<file path="src/rtl/usb3_lfps_tx_pkg.sv">
// Shared USB3 LFPS constants: state encoding and default timing values
// (125 MHz local clock) used by the LFPS transmitter and its neighbours.
package usb3_lfps_tx_pkg;

  localparam int CNT_W = 24;

  localparam int BURST_POLL_DEF   = 125;
  localparam int REPEAT_POLL_DEF  = 1250;
  localparam int BURST_PING_DEF   = 12;
  localparam int EXIT_MIN_DEF     = 75;
  localparam int EXIT_TIMEOUT_DEF = 250000;
  localparam int RESET_MIN_DEF    = 10000000;

  typedef enum logic [2:0] {
    ST_IDLE,
    ST_POLL_BURST,
    ST_POLL_GAP,
    ST_PING,
    ST_EXIT,
    ST_WRESET
  } lfps_state_t;

  // States in which the transmitter drives LFPS rather than electrical idle.
  function automatic logic drives_lfps(lfps_state_t s);
    return (s == ST_POLL_BURST) || (s == ST_PING) || (s == ST_EXIT) || (s == ST_WRESET);
  endfunction

endpackage

</file>
<file path="src/rtl/usb3_lfps_tx.sv">
// LFPS pattern generator: Polling, Ping, U-exit handshake and Warm Reset,
// timed by a single saturating cycle counter cleared on every state entry.
module usb3_lfps_tx
  import usb3_lfps_tx_pkg::*;
#(
  parameter int BURST_POLL   = BURST_POLL_DEF,
  parameter int REPEAT_POLL  = REPEAT_POLL_DEF,
  parameter int BURST_PING   = BURST_PING_DEF,
  parameter int EXIT_MIN     = EXIT_MIN_DEF,
  parameter int EXIT_TIMEOUT = EXIT_TIMEOUT_DEF,
  parameter int RESET_MIN    = RESET_MIN_DEF
) (
  input  logic local_clk,
  input  logic reset_n,
  input  logic req_poll,
  input  logic req_ping,
  input  logic req_exit,
  input  logic req_reset,
  input  logic partner_lfps,
  output logic tx_elecidle,
  output logic busy,
  output logic poll_burst_done,
  output logic ping_done,
  output logic exit_done,
  output logic exit_timeout,
  output logic reset_done
);

  localparam logic [CNT_W-1:0] POLL_LAST  = CNT_W'(BURST_POLL - 1);
  localparam logic [CNT_W-1:0] GAP_LAST   = CNT_W'(REPEAT_POLL - BURST_POLL - 1);
  localparam logic [CNT_W-1:0] PING_LAST  = CNT_W'(BURST_PING - 1);
  localparam logic [CNT_W-1:0] EXIT_LAST  = CNT_W'(EXIT_MIN - 1);
  localparam logic [CNT_W-1:0] TMO_LAST   = CNT_W'(EXIT_TIMEOUT - 1);
  localparam logic [CNT_W-1:0] RESET_LAST = CNT_W'(RESET_MIN - 1);

  lfps_state_t      state, next_state;
  logic [CNT_W-1:0] cnt;

  // NOTE: sequential state uses non-blocking (<=) so every register samples
  // pre-edge values; blocking here would create order-dependent races.
  always_ff @(posedge local_clk or negedge reset_n) begin
    if (!reset_n) begin
      state       <= ST_IDLE;
      cnt         <= '0;
      tx_elecidle <= 1'b1;
    end else begin
      state       <= next_state;
      tx_elecidle <= !drives_lfps(state);
      if (next_state != state)
        cnt <= '0;
      else if (cnt != '1)
        cnt <= cnt + 1'b1;
    end
  end

  // NOTE: every output of this block gets a default first, so no path can
  // leave one unassigned and infer a latch.
  always_comb begin
    next_state      = state;
    poll_burst_done = 1'b0;
    ping_done       = 1'b0;
    exit_done       = 1'b0;
    exit_timeout    = 1'b0;
    reset_done      = 1'b0;

    // Warm Reset preempts everything; the aborted pattern reports nothing.
    if (req_reset && state != ST_WRESET) begin
      next_state = ST_WRESET;
    end else begin
      case (state)
        ST_IDLE: begin
          if (req_exit)      next_state = ST_EXIT;
          else if (req_poll) next_state = ST_POLL_BURST;
          else if (req_ping) next_state = ST_PING;
        end
        ST_POLL_BURST: begin
          if (cnt == POLL_LAST) begin
            poll_burst_done = 1'b1;
            next_state      = ST_POLL_GAP;
          end
        end
        ST_POLL_GAP: begin
          if (!req_poll)            next_state = ST_IDLE;
          else if (cnt == GAP_LAST) next_state = ST_POLL_BURST;
        end
        ST_PING: begin
          if (cnt == PING_LAST) begin
            ping_done  = 1'b1;
            next_state = ST_IDLE;
          end
        end
        ST_EXIT: begin
          if (cnt >= EXIT_LAST && partner_lfps) begin
            exit_done  = 1'b1;
            next_state = ST_IDLE;
          end else if (cnt == TMO_LAST) begin
            exit_timeout = 1'b1;
            next_state   = ST_IDLE;
          end
        end
        ST_WRESET: begin
          if (!req_reset && cnt >= RESET_LAST) begin
            reset_done = 1'b1;
            next_state = ST_IDLE;
          end
        end
        default: next_state = ST_IDLE;
      endcase
    end
  end

  assign busy = (state != ST_IDLE);

endmodule

</file>
<file path="config.mk">
export PLATFORM = sky130hd
export DESIGN_NAME = usb3_lfps_tx
export DESIGN_NICKNAME = d
export VERILOG_FILES = /design/src/rtl/usb3_lfps_tx_pkg.sv /design/src/rtl/usb3_lfps_tx.sv
export SDC_FILE = /design/constraint.sdc
export NUM_CORES = 1
export LEC_CHECK = 0
export ABC_AREA = 1
export CAP_MARGIN = 10
export CORE_MARGIN = 2
export CORE_UTILIZATION = 55
export CTS_BUF_LIST = sky130_fd_sc_hd__clkbuf_8
export CTS_CLUSTER_DIAMETER = 50
export DETAILED_ROUTE_END_ITERATION = 6
export GPL_TIMING_DRIVEN = 0
export PLACE_DENSITY_LB_ADDON = 0.25
export SETUP_SLACK_MARGIN = 0.15
export SYNTH_ARGS = -nofsm -noshare
export SYNTH_HDL_FRONTEND = slang
export SYNTH_SLANG_ARGS = --single-unit
</file>
<file path="constraint.sdc">
create_clock -name local_clk -period 4 [get_ports local_clk]
set_input_delay 0.4 -clock local_clk [delete_from_list [all_inputs] [get_ports local_clk]]
set_output_delay 0.4 -clock local_clk [all_outputs]
set_load 0.01 [all_outputs]
</file>
==> Word level (Yosys, flattened, before mapping) <==
Cells that the tools add are included.
W data, S select, Z words.
{ "totals": {"in_bits": 7, "elab_cells": 59, "out_inout_bits": 7, "regBits": 28} }
{ "op_classes": {"order_cmp": 2, "n_reduce_logical": 11, "muxes": 30, "n_eq_ne": 12, "n_addsub": 1} }
{ "ops": {"columns": ["op", "count"], "rows": [
  ["$mux W24", 2],
  ["$mux W3", 11],
  ["$add A24 B1 Y24 const B", 1],
  ["$eq A24 B11 Y1 const B", 1],
  ["$eq A24 B18 Y1 const B", 1],
  ["$eq A24 B4 Y1 const B", 1],
  ["$eq A24 B7 Y1 const B", 1],
  ["$ge A24 B24 Y1 const B", 1],
  ["$ge A24 B7 Y1 const B", 1],
  ["$ne A24 B24 Y1 const B", 1],
  ["$pmux W3 S6", 1],
  ["$mux W1", 16],
  ["$eq A3 B2 Y1 const B", 2],
  ["$eq A3 B3 Y1 const B", 2],
  ["$eq A3 B1 Y1 const B", 1],
  ["$logic_and A1 B1 Y1", 3],
  ["$logic_not A3 Y1", 1],
  ["$logic_or A1 B1 Y1", 3],
  ["$ne A3 B3 Y1", 1],
  ["$ne A3 B3 Y1 const B", 1],
  ["$reduce_bool A3 Y1", 1],
  ["$logic_not A1 Y1", 2],
  ["$reduce_bool A2 Y1", 1]
]} }

==> Logic depth before layout (Yosys ltp) <==
{ "logic_depth": {"word_depth": 7, "mapped_depth": 16, "ltp_nobuf": 14} }

==> Worst setup path before layout <==
No wires, ideal clock.
{ "synth_timing": {"kind": "reg-to-reg", "startpoint": "register cnt[1]", "endpoint": "register cnt[15]", "path_stages_with_launch": 14, "required_time_ns": 3.876, "setup_time_ns": 0.124, "period_less_slack_ns": 1.958, "path_buffers": 0, "arrival_ns": 1.835, "setup_slack_ns": 2.042, "path_cell_list": "dfrtp_1 -> ha_1 -> nand3_1 -> nor2_1 -> nand3_1 -> nor2_1 -> nand2_1 -> nand2_1 -> nor2_1 -> nand2_1 -> nor2_1 -> nand2_1 -> xor2_1 -> nor2_4"} }
{ "synth_between": {"elab_chain_cells": 7, "word_cells_on_any_way": 23, "cone_classes": "add/sub: 1; order compare: 2; eq/ne: 6; mux: 11; reduce/logical: 3"} }
{ "synth_rtl": {"columns": ["item", "line", "source"], "rows": [
  ["start, declared", "usb3_lfps_tx.sv:37", "logic [CNT_W-1:0] cnt;"],
  ["start signal, assigned", "usb3_lfps_tx.sv:52", "cnt <= cnt + 1'b1;"],
  ["$ge A24 B24 Y1 (tied with other cells)", "usb3_lfps_tx.sv:102", "if (!req_reset && cnt >= RESET_LAST) begin"],
  ["$logic_and A1 B1 Y1 (tied with other cells)", "usb3_lfps_tx.sv:102", null],
  ["$mux W3 (on tied branches)", "usb3_lfps_tx.sv:102, usb3_lfps_tx.sv:83, usb3_lfps_tx.sv:93", null],
  ["$pmux W3 S6", "usb3_lfps_tx.sv:70", "case (state)"],
  ["$mux W3", "usb3_lfps_tx.sv:67", "if (req_reset && state != ST_WRESET) begin"],
  ["$ne A3 B3 Y1", "usb3_lfps_tx.sv:49", "if (next_state != state)"],
  ["$mux W24 / $reduce_bool A2 Y1 (equally long branches)", null, null]
]} }
Several ways; a longest one is shown, not always the timed one. The select of a mux whose other input is x is not followed.
A chain may end at the register's enable or synchronous reset.

==> Final worst setup path <==
{ "layout_timing": {"startpoint": "register cnt[10]", "endpoint": "output port exit_timeout"} }
{ "layout_between": {"elab_chain_cells": 5, "word_cells_on_any_way": 7, "cone_classes": "order compare: 1; eq/ne: 1; mux: 4; reduce/logical: 1"} }
{ "layout_rtl": {"columns": ["item", "line", "source"], "rows": [
  ["$ge A24 B7 Y1 / $eq A24 B18 Y1 (equally long branches)", "usb3_lfps_tx.sv:93, usb3_lfps_tx.sv:96", null],
  ["$logic_and A1 B1 Y1 / $mux W1 (equally long branches)", "usb3_lfps_tx.sv:93, usb3_lfps_tx.sv:96", null],
  ["$mux W1 *", "usb3_lfps_tx.sv:93", "if (cnt >= EXIT_LAST && partner_lfps) begin"],
  ["$mux W1 *", "usb3_lfps_tx.sv:70", null],
  ["$mux W1 *", "usb3_lfps_tx.sv:67", null],
  ["end, declared", "usb3_lfps_tx.sv:25", "output logic exit_timeout,"]
]} }
Mark *: on every way between the ends. The rest lies on a longest branch, timed or not.

==> impl_metrics.toml <==
[run_status]
status = "finished, final reports clean"

[power_and_ir_drop]
seq_power_share = 0.383
combPwrFrac = 0.405
p_sw_w = 0.000347
clockPowerShare = 0.212
p_int_w = 0.000508
powerDensity_mw_per_mm2 = 342
ir_drop_mv = 0.279
p_leak_nw = 1.03
switching_share = 0.406

[drt]
vias = 2182
drtAntennaViolNets = 0
firstDrtPassIters = 5
drc_errors = 0
routed_via_density = 5.47
wl_per_cell_um = 12.9
wl_mm = 5.15
dr.first_iter.drc_count = 141

[yosys]
synthesis.area_mm2 = 0.00223
yosysSeqAreaShare = 0.315
syn_nets = 341
synthArstFlopShare = 1.00
synth_cells = 331
synth.cells.most_frequent = "nand2_1, nor2_1, inv_1"
synth_edf_count = 0
yosysWarnings = 0
yosysMostFrequentCell = "nand2_1"
synthFlopType = "dfrtp_1"
ys_top_cells_by_area = "dfrtp_1, nand2_1, nor2_1"
synth_top_area_share = 0.304
ys_types = 32
synth-seq-cells = 28
syn_avg_cell_area_um2 = 6.72
yosys.area.top_type = "dfrtp_1"

[finish]
area_growth_pct = 12.4
stdcell_count = 399
multiInputGateArea_mm2 = 0.00129
nNetsFinal = 360
seq_area_um2 = 702
drive_gt1_frac = 0.149
n_fill_cell = 385
num_antenna_cells = 0

[worst_setup_path]
crit_type = "reg -> out"
slowest_delay_ns = 0.58
worstPathRequired_ns = 3.60
worstSetupStartpointType = "flop"
crit_arrival_ns = 2.32
critical_path.slowest_cell = "clkdlybuf4s50_1"
end_kind = "output port"
critical_path.max_fanout = 7
crit_chain = "nor2_2, nand2_2, nor2_4, nand3_1, o21bai_2, inv_1, nor4_1, clkdlybuf4s50_1"

[clocking]
ctsHoldBuffers = 0
numCtsBuffers = 3
post_cts_resized = 0
clk_latency_ns = 0.28
clock-sinks = 28
clockBufferDepth = 2
clk_pin_slew_ns = 0.10
cts_setup_buffers = 0
tritoncts = "yes"
root_buffer = "clkbuf_8"
htree_levels = 1

[floorplanning]
initial_core_util = 0.565
die-height_um = 67.6
die_w_um = 67.6
io_pins = 14
rows = 23
die-area_mm2 = 0.00457
placeableCoreArea_mm2 = 0.00394

[timing]
timing_hold_violations_final = 0
finalSetupViolations = 0
worstMarginPinSlew_ns = 0.620
max_slew_margin = 0.585
skew_ns = 0.00397
finalCritPeriodShare = 0.679
drv_slew = 0
fin_hold_ws_ns = 0.497
fmax_mhz = 368
fin_crit_ns = 2.72
rsz0062_at_grt = "false"
setup-tns-final_ns = 0

[grt]
track_usage = 0.255
antenna_found_initial = 0
grt_pass1_wl_mm = 8.91
grt_pass1_vias = 1988
grt_overflow = 0
grt_max_degree = 18

[placement]
placed_cells = 395
dp_hpwl_mm = 4.09
gp_congestion = 0.922
numPortBuffers = 13

[flow_run]
drv_cap = 0

[min_path]
min_path_type = "in -> async"
final timing paths:
path                           from           end  slack (ns)  cells past startpoint
min reg2reg                state[2]   tx_elecidle        0.64                      2
max                         cnt[10]  exit_timeout        1.28                      8
min in group local_clk     state[2]   tx_elecidle        0.64                      2
max reg2reg                  cnt[1]       cnt[15]        1.57                     13
max in group asynchronous   reset_n        cnt[5]        3.01                      2
min                         reset_n        cnt[9]        0.50                      1
state kept, by name, indices dropped and copies added, names as in the netlist:
| name | count |
|---|---|
| tx_elecidle | 1 |
| state | 3 |
| cnt | 24 |
logic make-up after synthesis:
family | synth area share
xor+xnor | 0.0433
compound gates | 0.0585
buf+inv | 0.106
fa+ha+maj | 0.0169
simple gates | 0.460
flops | 0.315
layer usage:
metal | wire [um] | GRT usage | vias to the layer above
met5 | 0 | 0 | -
met4 | 87 | 0.0740 | 0
met3 | 240 | 0.0250 | 7
met2 | 2450 | 0.423 | 52
met1 | 2380 | 0.351 | 1028
li1 | - | - | 1095
placed cells by master (no fill, tap or decap), drive strengths merged, types with 2 or more instances in the layout:
cell type,instances
o21bai,2
ha,3
nor4,2
xor2,9
inv,45
o21ai,10
xnor2,2
nor2,80
buf,8
nand3,35
dfrtp,27
clkdlybuf4s50,13
clkbuf,4
a21oi,7
nand4,14
nor3,11
nand2,70
power by group through the flow:
stage | clock (W) | combinational [W] | sequential (W)
2_1_floorplan | 0 | 0.000265 | 0.000329
3_3_place_gp | 0 | 0.000340 | 0.000332
3_5_place_dp | 0 | 0.000350 | 0.000333
4_1_cts | 0.000183 | 0.000350 | 0.000327
5_1_grt | 0.000197 | 0.000392 | 0.000332
6_report | 0.000181 | 0.000346 | 0.000327
final cells by class:
cell class / count / share of cell area
buffer: 7 / 0.0250
inverter: 46 / 0.0690
multi-input combinational: 250 / 0.515
tap: 50 / 0.0250
timing repair buffer: 14 / 0.0630
clock buffer: 4 / 0.0220
sequential: 28 / 0.281
metrics by stage:
step                utilization  worst slack [ns]  instance area (um^2)  total power [W]
global route              0.634              1.10                  2500         0.000921
detailed placement        0.620              1.62                  2450         0.000683
global placement          0.613              1.64                  2420         0.000673
floorplan                     -              2.04                  2230         0.000594
finish                    0.634              1.28                  2500         0.000855
CTS                       0.634              1.29                  2500         0.000861
worst max-delay path: cells and delay by family (launching register included):
| kind | cells | cell delay [ns] |
|---|---|---|
| AOI/OAI and AO/OA | 1 | 0.19 |
| and+or+nand+nor | 5 | 0.73 |
| DFF | 1 | 0.48 |
| buffers and inverters | 2 | 0.64 |
Note: power is estimated with default switching activity, not from simulation.
